==> src/rtl/axi4_lite_mem_bridge.sv <==
// AXI4-Lite slave to synchronous memory bridge: decode window with DECERR, byte-enable
// pass-through, queued write responses and a single-outstanding read with fixed latency.
module axi4_lite_mem_bridge #(
  parameter int                ADDR_W    = 32,
  parameter int                DATA_W    = 32,
  parameter int                MEM_AW    = 10,
  parameter int                RD_LAT    = 1,
  parameter int                BQ_DEPTH  = 4,
  parameter logic [ADDR_W-1:0] BASE_ADDR = '0
) (
  input  logic                clk,
  input  logic                rst,
  input  logic [ADDR_W-1:0]   s_awaddr,
  input  logic                s_awvalid,
  output logic                s_awready,
  input  logic [DATA_W-1:0]   s_wdata,
  input  logic [DATA_W/8-1:0] s_wstrb,
  input  logic                s_wvalid,
  output logic                s_wready,
  output logic [1:0]          s_bresp,
  output logic                s_bvalid,
  input  logic                s_bready,
  input  logic [ADDR_W-1:0]   s_araddr,
  input  logic                s_arvalid,
  output logic                s_arready,
  output logic [DATA_W-1:0]   s_rdata,
  output logic [1:0]          s_rresp,
  output logic                s_rvalid,
  input  logic                s_rready,
  output logic                mem_wen,
  output logic [MEM_AW-1:0]   mem_waddr,
  output logic [DATA_W-1:0]   mem_wdata,
  output logic [DATA_W/8-1:0] mem_wbe,
  output logic                mem_ren,
  output logic [MEM_AW-1:0]   mem_raddr,
  input  logic [DATA_W-1:0]   mem_rdata
);

  localparam int SB    = DATA_W / 8;
  localparam int AL    = $clog2(SB);
  localparam int BQ_AW = $clog2(BQ_DEPTH);
  localparam logic [BQ_AW:0] BQ_FULL = (BQ_AW + 1)'(BQ_DEPTH);

  function automatic logic addr_hit(input logic [ADDR_W-1:0] a);
    return a[ADDR_W-1:MEM_AW+AL] == BASE_ADDR[ADDR_W-1:MEM_AW+AL];
  endfunction

  function automatic logic [MEM_AW-1:0] addr_word(input logic [ADDR_W-1:0] a);
    return a[MEM_AW+AL-1:AL];
  endfunction

  // ---------------- write path ----------------
  logic              aw_full_reg, aw_full_next, w_full_reg, w_full_next;
  logic [ADDR_W-1:0] aw_addr_reg;
  logic [DATA_W-1:0] w_data_reg;
  logic [SB-1:0]     w_strb_reg;
  logic              awready_reg, wready_reg;
  logic              aw_hs, w_hs, aw_avail, w_avail, commit, wr_hit, b_pop;
  logic [ADDR_W-1:0] cur_awaddr;
  logic [DATA_W-1:0] cur_wdata;
  logic [SB-1:0]     cur_wstrb;

  logic [1:0]        bq_mem_reg [BQ_DEPTH];
  logic [BQ_AW-1:0]  bq_wr_ptr_reg, bq_rd_ptr_reg;
  logic [BQ_AW:0]    bq_count_reg;

  assign aw_hs      = s_awvalid & awready_reg;
  assign w_hs       = s_wvalid & wready_reg;
  assign aw_avail   = aw_full_reg | aw_hs;
  assign w_avail    = w_full_reg | w_hs;
  assign b_pop      = (bq_count_reg != '0) & s_bready;
  // A pop in the same cycle frees the slot the commit needs.
  assign commit     = aw_avail & w_avail & ((bq_count_reg != BQ_FULL) | b_pop);
  assign cur_awaddr = aw_full_reg ? aw_addr_reg : s_awaddr;
  assign cur_wdata  = w_full_reg ? w_data_reg : s_wdata;
  assign cur_wstrb  = w_full_reg ? w_strb_reg : s_wstrb;
  assign wr_hit     = addr_hit(cur_awaddr);

  assign aw_full_next = commit ? 1'b0 : (aw_full_reg | aw_hs);
  assign w_full_next  = commit ? 1'b0 : (w_full_reg | w_hs);

  assign mem_wen   = commit & wr_hit;
  assign mem_waddr = mem_wen ? addr_word(cur_awaddr) : '0;
  assign mem_wdata = mem_wen ? cur_wdata : '0;
  assign mem_wbe   = mem_wen ? cur_wstrb : '0;

  assign s_awready = awready_reg;
  assign s_wready  = wready_reg;
  assign s_bvalid  = (bq_count_reg != '0);
  assign s_bresp   = bq_mem_reg[bq_rd_ptr_reg];

  always_ff @(posedge clk or posedge rst) begin
    if (rst) begin
      aw_full_reg <= 1'b0;
      w_full_reg  <= 1'b0;
      aw_addr_reg <= '0;
      w_data_reg  <= '0;
      w_strb_reg  <= '0;
      awready_reg <= 1'b0;
      wready_reg  <= 1'b0;
    end else begin
      aw_full_reg <= aw_full_next;
      w_full_reg  <= w_full_next;
      if (aw_hs) aw_addr_reg <= s_awaddr;
      if (w_hs) begin
        w_data_reg <= s_wdata;
        w_strb_reg <= s_wstrb;
      end
      awready_reg <= ~aw_full_next;
      wready_reg  <= ~w_full_next;
    end
  end

  always_ff @(posedge clk or posedge rst) begin
    if (rst) begin
      for (int i = 0; i < BQ_DEPTH; i++) bq_mem_reg[i] <= 2'b00;
      bq_wr_ptr_reg <= '0;
      bq_rd_ptr_reg <= '0;
      bq_count_reg  <= '0;
    end else begin
      if (commit) begin
        bq_mem_reg[bq_wr_ptr_reg] <= wr_hit ? 2'b00 : 2'b11;
        bq_wr_ptr_reg             <= bq_wr_ptr_reg + 1'b1;
      end
      if (b_pop) bq_rd_ptr_reg <= bq_rd_ptr_reg + 1'b1;
      if (commit && !b_pop)      bq_count_reg <= bq_count_reg + 1'b1;
      else if (!commit && b_pop) bq_count_reg <= bq_count_reg - 1'b1;
    end
  end

  // ---------------- read path ----------------
  typedef enum logic [1:0] {R_IDLE, R_WAIT, R_RESP} rstate_t;

  rstate_t           state_reg, state_next;
  logic [2:0]        cnt_reg, cnt_next;
  logic              rd_hit_reg, rd_hit_next;
  logic [DATA_W-1:0] rdata_reg, rdata_next;
  logic [1:0]        rresp_reg, rresp_next;
  logic              rvalid_reg, rvalid_next;
  logic              arready_reg, ar_hs;

  assign ar_hs     = s_arvalid & arready_reg;
  assign s_arready = arready_reg;
  assign s_rdata   = rdata_reg;
  assign s_rresp   = rresp_reg;
  assign s_rvalid  = rvalid_reg;

  always_comb begin
    state_next  = state_reg;
    cnt_next    = cnt_reg;
    rd_hit_next = rd_hit_reg;
    rdata_next  = rdata_reg;
    rresp_next  = rresp_reg;
    rvalid_next = rvalid_reg;
    mem_ren     = 1'b0;
    mem_raddr   = '0;
    case (state_reg)
      R_IDLE: begin
        if (ar_hs) begin
          rd_hit_next = addr_hit(s_araddr);
          mem_ren     = rd_hit_next;
          mem_raddr   = rd_hit_next ? addr_word(s_araddr) : '0;
          cnt_next    = 3'(RD_LAT);
          state_next  = R_WAIT;
        end
      end
      R_WAIT: begin
        // Count of 1 here is the cycle in which mem_rdata carries the requested word.
        cnt_next = cnt_reg - 3'd1;
        if (cnt_reg == 3'd1) begin
          rdata_next  = rd_hit_reg ? mem_rdata : '0;
          rresp_next  = rd_hit_reg ? 2'b00 : 2'b11;
          rvalid_next = 1'b1;
          state_next  = R_RESP;
        end
      end
      R_RESP: begin
        if (s_rready) begin
          rvalid_next = 1'b0;
          state_next  = R_IDLE;
        end
      end
      default: state_next = R_IDLE;
    endcase
  end

  always_ff @(posedge clk or posedge rst) begin
    if (rst) begin
      state_reg   <= R_IDLE;
      cnt_reg     <= '0;
      rd_hit_reg  <= 1'b0;
      rdata_reg   <= '0;
      rresp_reg   <= 2'b00;
      rvalid_reg  <= 1'b0;
      arready_reg <= 1'b0;
    end else begin
      state_reg   <= state_next;
      cnt_reg     <= cnt_next;
      rd_hit_reg  <= rd_hit_next;
      rdata_reg   <= rdata_next;
      rresp_reg   <= rresp_next;
      rvalid_reg  <= rvalid_next;
      arready_reg <= (state_next == R_IDLE);
    end
  end

endmodule

==> config.mk <==
export PLATFORM = sky130hd
export DESIGN_NAME = axi4_lite_mem_bridge
export DESIGN_NICKNAME = d
export VERILOG_FILES = /design/src/rtl/axi4_lite_mem_bridge.sv
export SDC_FILE = /design/constraint.sdc
export NUM_CORES = 1
export LEC_CHECK = 0
export CAP_MARGIN = 20
export CELL_PAD_IN_SITES_DETAIL_PLACEMENT = 0
export CELL_PAD_IN_SITES_GLOBAL_PLACEMENT = 1
export CORE_MARGIN = 3
export CORE_UTILIZATION = 34
export CTS_BUF_LIST = sky130_fd_sc_hd__clkbuf_4
export CTS_CLUSTER_DIAMETER = 120
export DETAILED_ROUTE_END_ITERATION = 7
export GPL_ROUTABILITY_DRIVEN = 1
export PLACE_DENSITY_LB_ADDON = 0.1
export SYNTH_ARGS = -nofsm -noshare
export SYNTH_HDL_FRONTEND = slang
export SYNTH_SLANG_ARGS = --single-unit
==> constraint.sdc <==
create_clock -name clk -period 8.35 [get_ports clk]
set_clock_uncertainty 0.15 [all_clocks]
set_input_delay 1.67 -clock clk [delete_from_list [all_inputs] [get_ports clk]]
set_output_delay 1.67 -clock clk [all_outputs]
set_load 0.05 [all_outputs]
==> results.sh <==
export IMPL_clk_pin_slew_ps=120
export IMPL_seq_area_frac_synth_pct=51.80
export IMPL_maxCapViolCount=0
export IMPL_dp_hpwl_mm=11.23
export IMPL_syn_nets=661
export IMPL_cts_tree="built"
export IMPL_viasPerCell=4.675
export IMPL_pwr_share_comb_pct=36.5
export IMPL_swShare_pct=35.99
export IMPL_fp_dieH_um=137.7
export IMPL_grt_max_degree=69
export IMPL_drive_gt1_share_pct=18.41
export IMPL_slowest_stage="clkdlybuf4s50_1"
export IMPL_fmax_mhz=151.3
export IMPL_drcViolationCount=0
export IMPL_critPathCaptureType="output pin"
export IMPL_boundaryPins=238
export IMPL_ys_ff_latch=122
export IMPL_dieArea_mm2=0.01895
export IMPL_cp_arrival_ps=4790
export IMPL_clockRootBuffer="clkbuf_4"
export IMPL_drtIter0Drc=111
export IMPL_relSlewSlack_pct=26.14
export IMPL_outcome="completed"
export IMPL_synth_edf_count=0
export IMPL_insertion_delay_ps=520
export IMPL_ant_nets=0
export IMPL_critical_path_top_delay_family="buffers and inverters"
export IMPL_h_tree_depth=4
export IMPL_synth_cell_types=40
export IMPL_synth_async_reset_ratio_pct=100.0
export IMPL_syn2layout_area_growth_pct=49.19
export IMPL_nFillCells=1516
export IMPL_ctsResizeCount=0
export IMPL_worst_path_buf_inv=3
export IMPL_via_count=4567
export IMPL_layout_min_cycle_time_ps=6610
export IMPL_setup_viol=0
export IMPL_fin_crit_sh_pct=79.16
export IMPL_p_per_area_mw_per_mm2=259.9
export IMPL_initial_core_util_pct=35.16
export IMPL_setup_tns_ps=0
export IMPL_grt_pass1_wl_mm=23.98
export IMPL_antenna_found_initial=1
export IMPL_dr_pass1_iters=5
export IMPL_finalMaxSlewViolations=0
export IMPL_p_leak_nw=3.472
export IMPL_tightestPinTransition_ps=1108
export IMPL_first_global_vias=4778
export IMPL_crit_chain="clkdlybuf4s50_1 -> nor4b_1 -> nor3_4 -> o221ai_4 -> buf_4 -> nor2_1 -> clkdlybuf4s50_1"
export IMPL_peakVddDrop_mv=0.1224
export IMPL_placementRows=47
export IMPL_hold_buffers=0
export IMPL_power_internal_mw=1.462
export IMPL_port_buffer_count=233
export IMPL_setup_worst_path_class="input pin to output pin"
export IMPL_finalHoldViolCount=0
export IMPL_yosys_warnings=0
export IMPL_cp_common_cell="clkdlybuf4s50_1"
export IMPL_cp_start_kind="input pin"
export IMPL_cts_buffers_inserted=17
export IMPL_gr_total_overflow=0
export IMPL_cts_buffer_depth=2
export IMPL_syn_inst=514
export IMPL_wl_per_cell_um=15.86
export IMPL_placeableCoreArea_mm2=0.01676
export IMPL_worstPathMaxFanout=47
export IMPL_rsz0062_at_grt="false"
export IMPL_p_total_mw=2.285
export IMPL_avgSynthCellArea_um2=11.47
export IMPL_cts_setup_buffers=0
export IMPL_clockPowerShare_pct=21.0
export IMPL_cp_required_ps=6530
export IMPL_switchingPower_mw=0.8224
export IMPL_gp_congestion=0.7404
export IMPL_dieWidth_um=137.7
export IMPL_synth_area_mm2=0.005893
export IMPL_crit_path_max_incr_delay_ps=750
export IMPL_track_usage_pct=16.45
export IMPL_final_nets=889
export IMPL_hold_path_class="flip-flop to flip-flop"
export IMPL_p_seq_share_pct=42.5
export IMPL_wirelength_mm=15.49
export IMPL_ys_flop_type="dfrtp_1"
export IMPL_clkSinkCount=122
layer usage:
layer,track usage [%],wire length (um)
met1,18.88,6051
met2,27.47,7479
met3,7.743,1747
met4,4.656,214
met5,0,0
Yosys cell counts, types with 2 or more instances:
cell type | instances | area share (%)
or2_2 | 2 | 0.21
buf_8 | 2 | 0.51
buf_6 | 2 | 0.38
nand3_1 | 4 | 0.34
and4_1 | 2 | 0.30
inv_1 | 9 | 0.57
or3_1 | 2 | 0.21
ha_1 | 7 | 1.5
mux2_2 | 71 | 14
mux2i_1 | 46 | 7.8
xor2_1 | 2 | 0.30
nor2_4 | 20 | 3.8
a21oi_1 | 3 | 0.25
nor3_1 | 3 | 0.25
nand2b_1 | 2 | 0.21
nor4_1 | 10 | 1.1
nor2b_1 | 2 | 0.21
clkbuf_1 | 23 | 1.5
and2_1 | 10 | 1.1
buf_4 | 2 | 0.25
xnor2_1 | 5 | 0.74
o21ai_0 | 39 | 3.3
nand2_1 | 76 | 4.8
dfrtp_1 | 122 | 52
nor2_1 | 33 | 2.1
cell type report:
| class | instances | area (um2) | area share (%) |
|---|---|---|---|
| antenna | 2 | 5.005 | 0.05692 |
| clock buffer | 18 | 135.1 | 1.537 |
| clock inverter | 14 | 195.2 | 2.220 |
| inverter | 10 | 40.04 | 0.4554 |
| multi-input combinational | 352 | 2658 | 30.23 |
| sequential | 122 | 3054 | 34.74 |
| tap | 220 | 275.3 | 3.131 |
| timing repair buffer | 239 | 2430 | 27.64 |
tightest hold or removal path: stages, from the launching register on:
cell and delay (ps):
dfrtp_1 360, nand2_1 40, o21ai_0 60
power by group through the flow:
| stage | Combinational [mW] | Sequential [mW] | Clock, mW |
|---|---|---|---|
| global placement | 0.809 | 0.972 | 0 |
| global route | 0.908 | 1.00 | 0.523 |
| floorplan | 0.533 | 1.02 | 0 |
| detailed placement | 0.836 | 0.986 | 0 |
| CTS | 0.840 | 0.974 | 0.500 |
| finish | 0.834 | 0.971 | 0.480 |
cells in the final DEF (no fill, tap or decap), types with 3 or more instances in the layout:
cell | Yosys | final
a21oi_1 | 3 | 3
and2_1 | 10 | 10
buf_4 | 2 | 3
bufinv_16 | 0 | 4
clkbuf_4 | 0 | 18
clkdlybuf4s50_1 | 0 | 233
clkinv_4 | 0 | 3
clkinvlp_4 | 0 | 3
dfrtp_1 | 122 | 121
ha_1 | 7 | 7
inv_1 | 9 | 8
mux2_2 | 71 | 71
mux2i_1 | 46 | 46
nand2_1 | 76 | 75
nand3_1 | 4 | 4
nor2_1 | 33 | 33
nor2_4 | 20 | 20
nor3_1 | 3 | 3
nor4_1 | 10 | 10
o21ai_0 | 39 | 39
xnor2_1 | 5 | 5
metrics by stage:
stage | worst slack, ps | instance area [um2] | utilization, % | std cells | hold WS (ps)
2_1_floorplan | 2977 | 5893 | - | 514 | 297.1
3_3_place_gp | 1747 | 8382 | 50.01 | 940 | 310.2
3_5_place_dp | 1721 | 8409 | 50.18 | 941 | 320.1
4_1_cts | 1691 | 8740 | 52.15 | 973 | 348.7
5_1_grt | 1498 | 8792 | 52.46 | 977 | 369.5
6_report | 1740 | 8792 | 52.46 | 977 | 341.0
cell families after synthesis:
kind of cell	Yosys count	synth area share, %
mux	118	21.76
buf+inv	40	3.333
simple gates	174	16.18
xor+xnor	7	1.040
flops	122	51.80
fa+ha+maj	8	1.826
compound gates	45	4.055
worst paths after layout:
check	from	end	slack (ps)	depth (start not counted)
setup / recovery	s_bready	mem_wbe[1]	1740	7
hold / removal	s_rdata[12]$_DFFE_PP0P_	s_rdata[12]$_DFFE_PP0P_	340	2
setup reg to reg	w_full_reg$_DFF_PP0_	bq_count_reg[2]$_DFFE_PP0P_	5130	8
hold reg to reg	s_rdata[12]$_DFFE_PP0P_	s_rdata[12]$_DFFE_PP0P_	340	2
max in group asynchronous	rst	w_full_reg$_DFF_PP0_	5230	3
min in group asynchronous	rst	s_rdata[20]$_DFFE_PP0P_	1490	2
No activity file was read; power rests on OpenSTA's default activity.
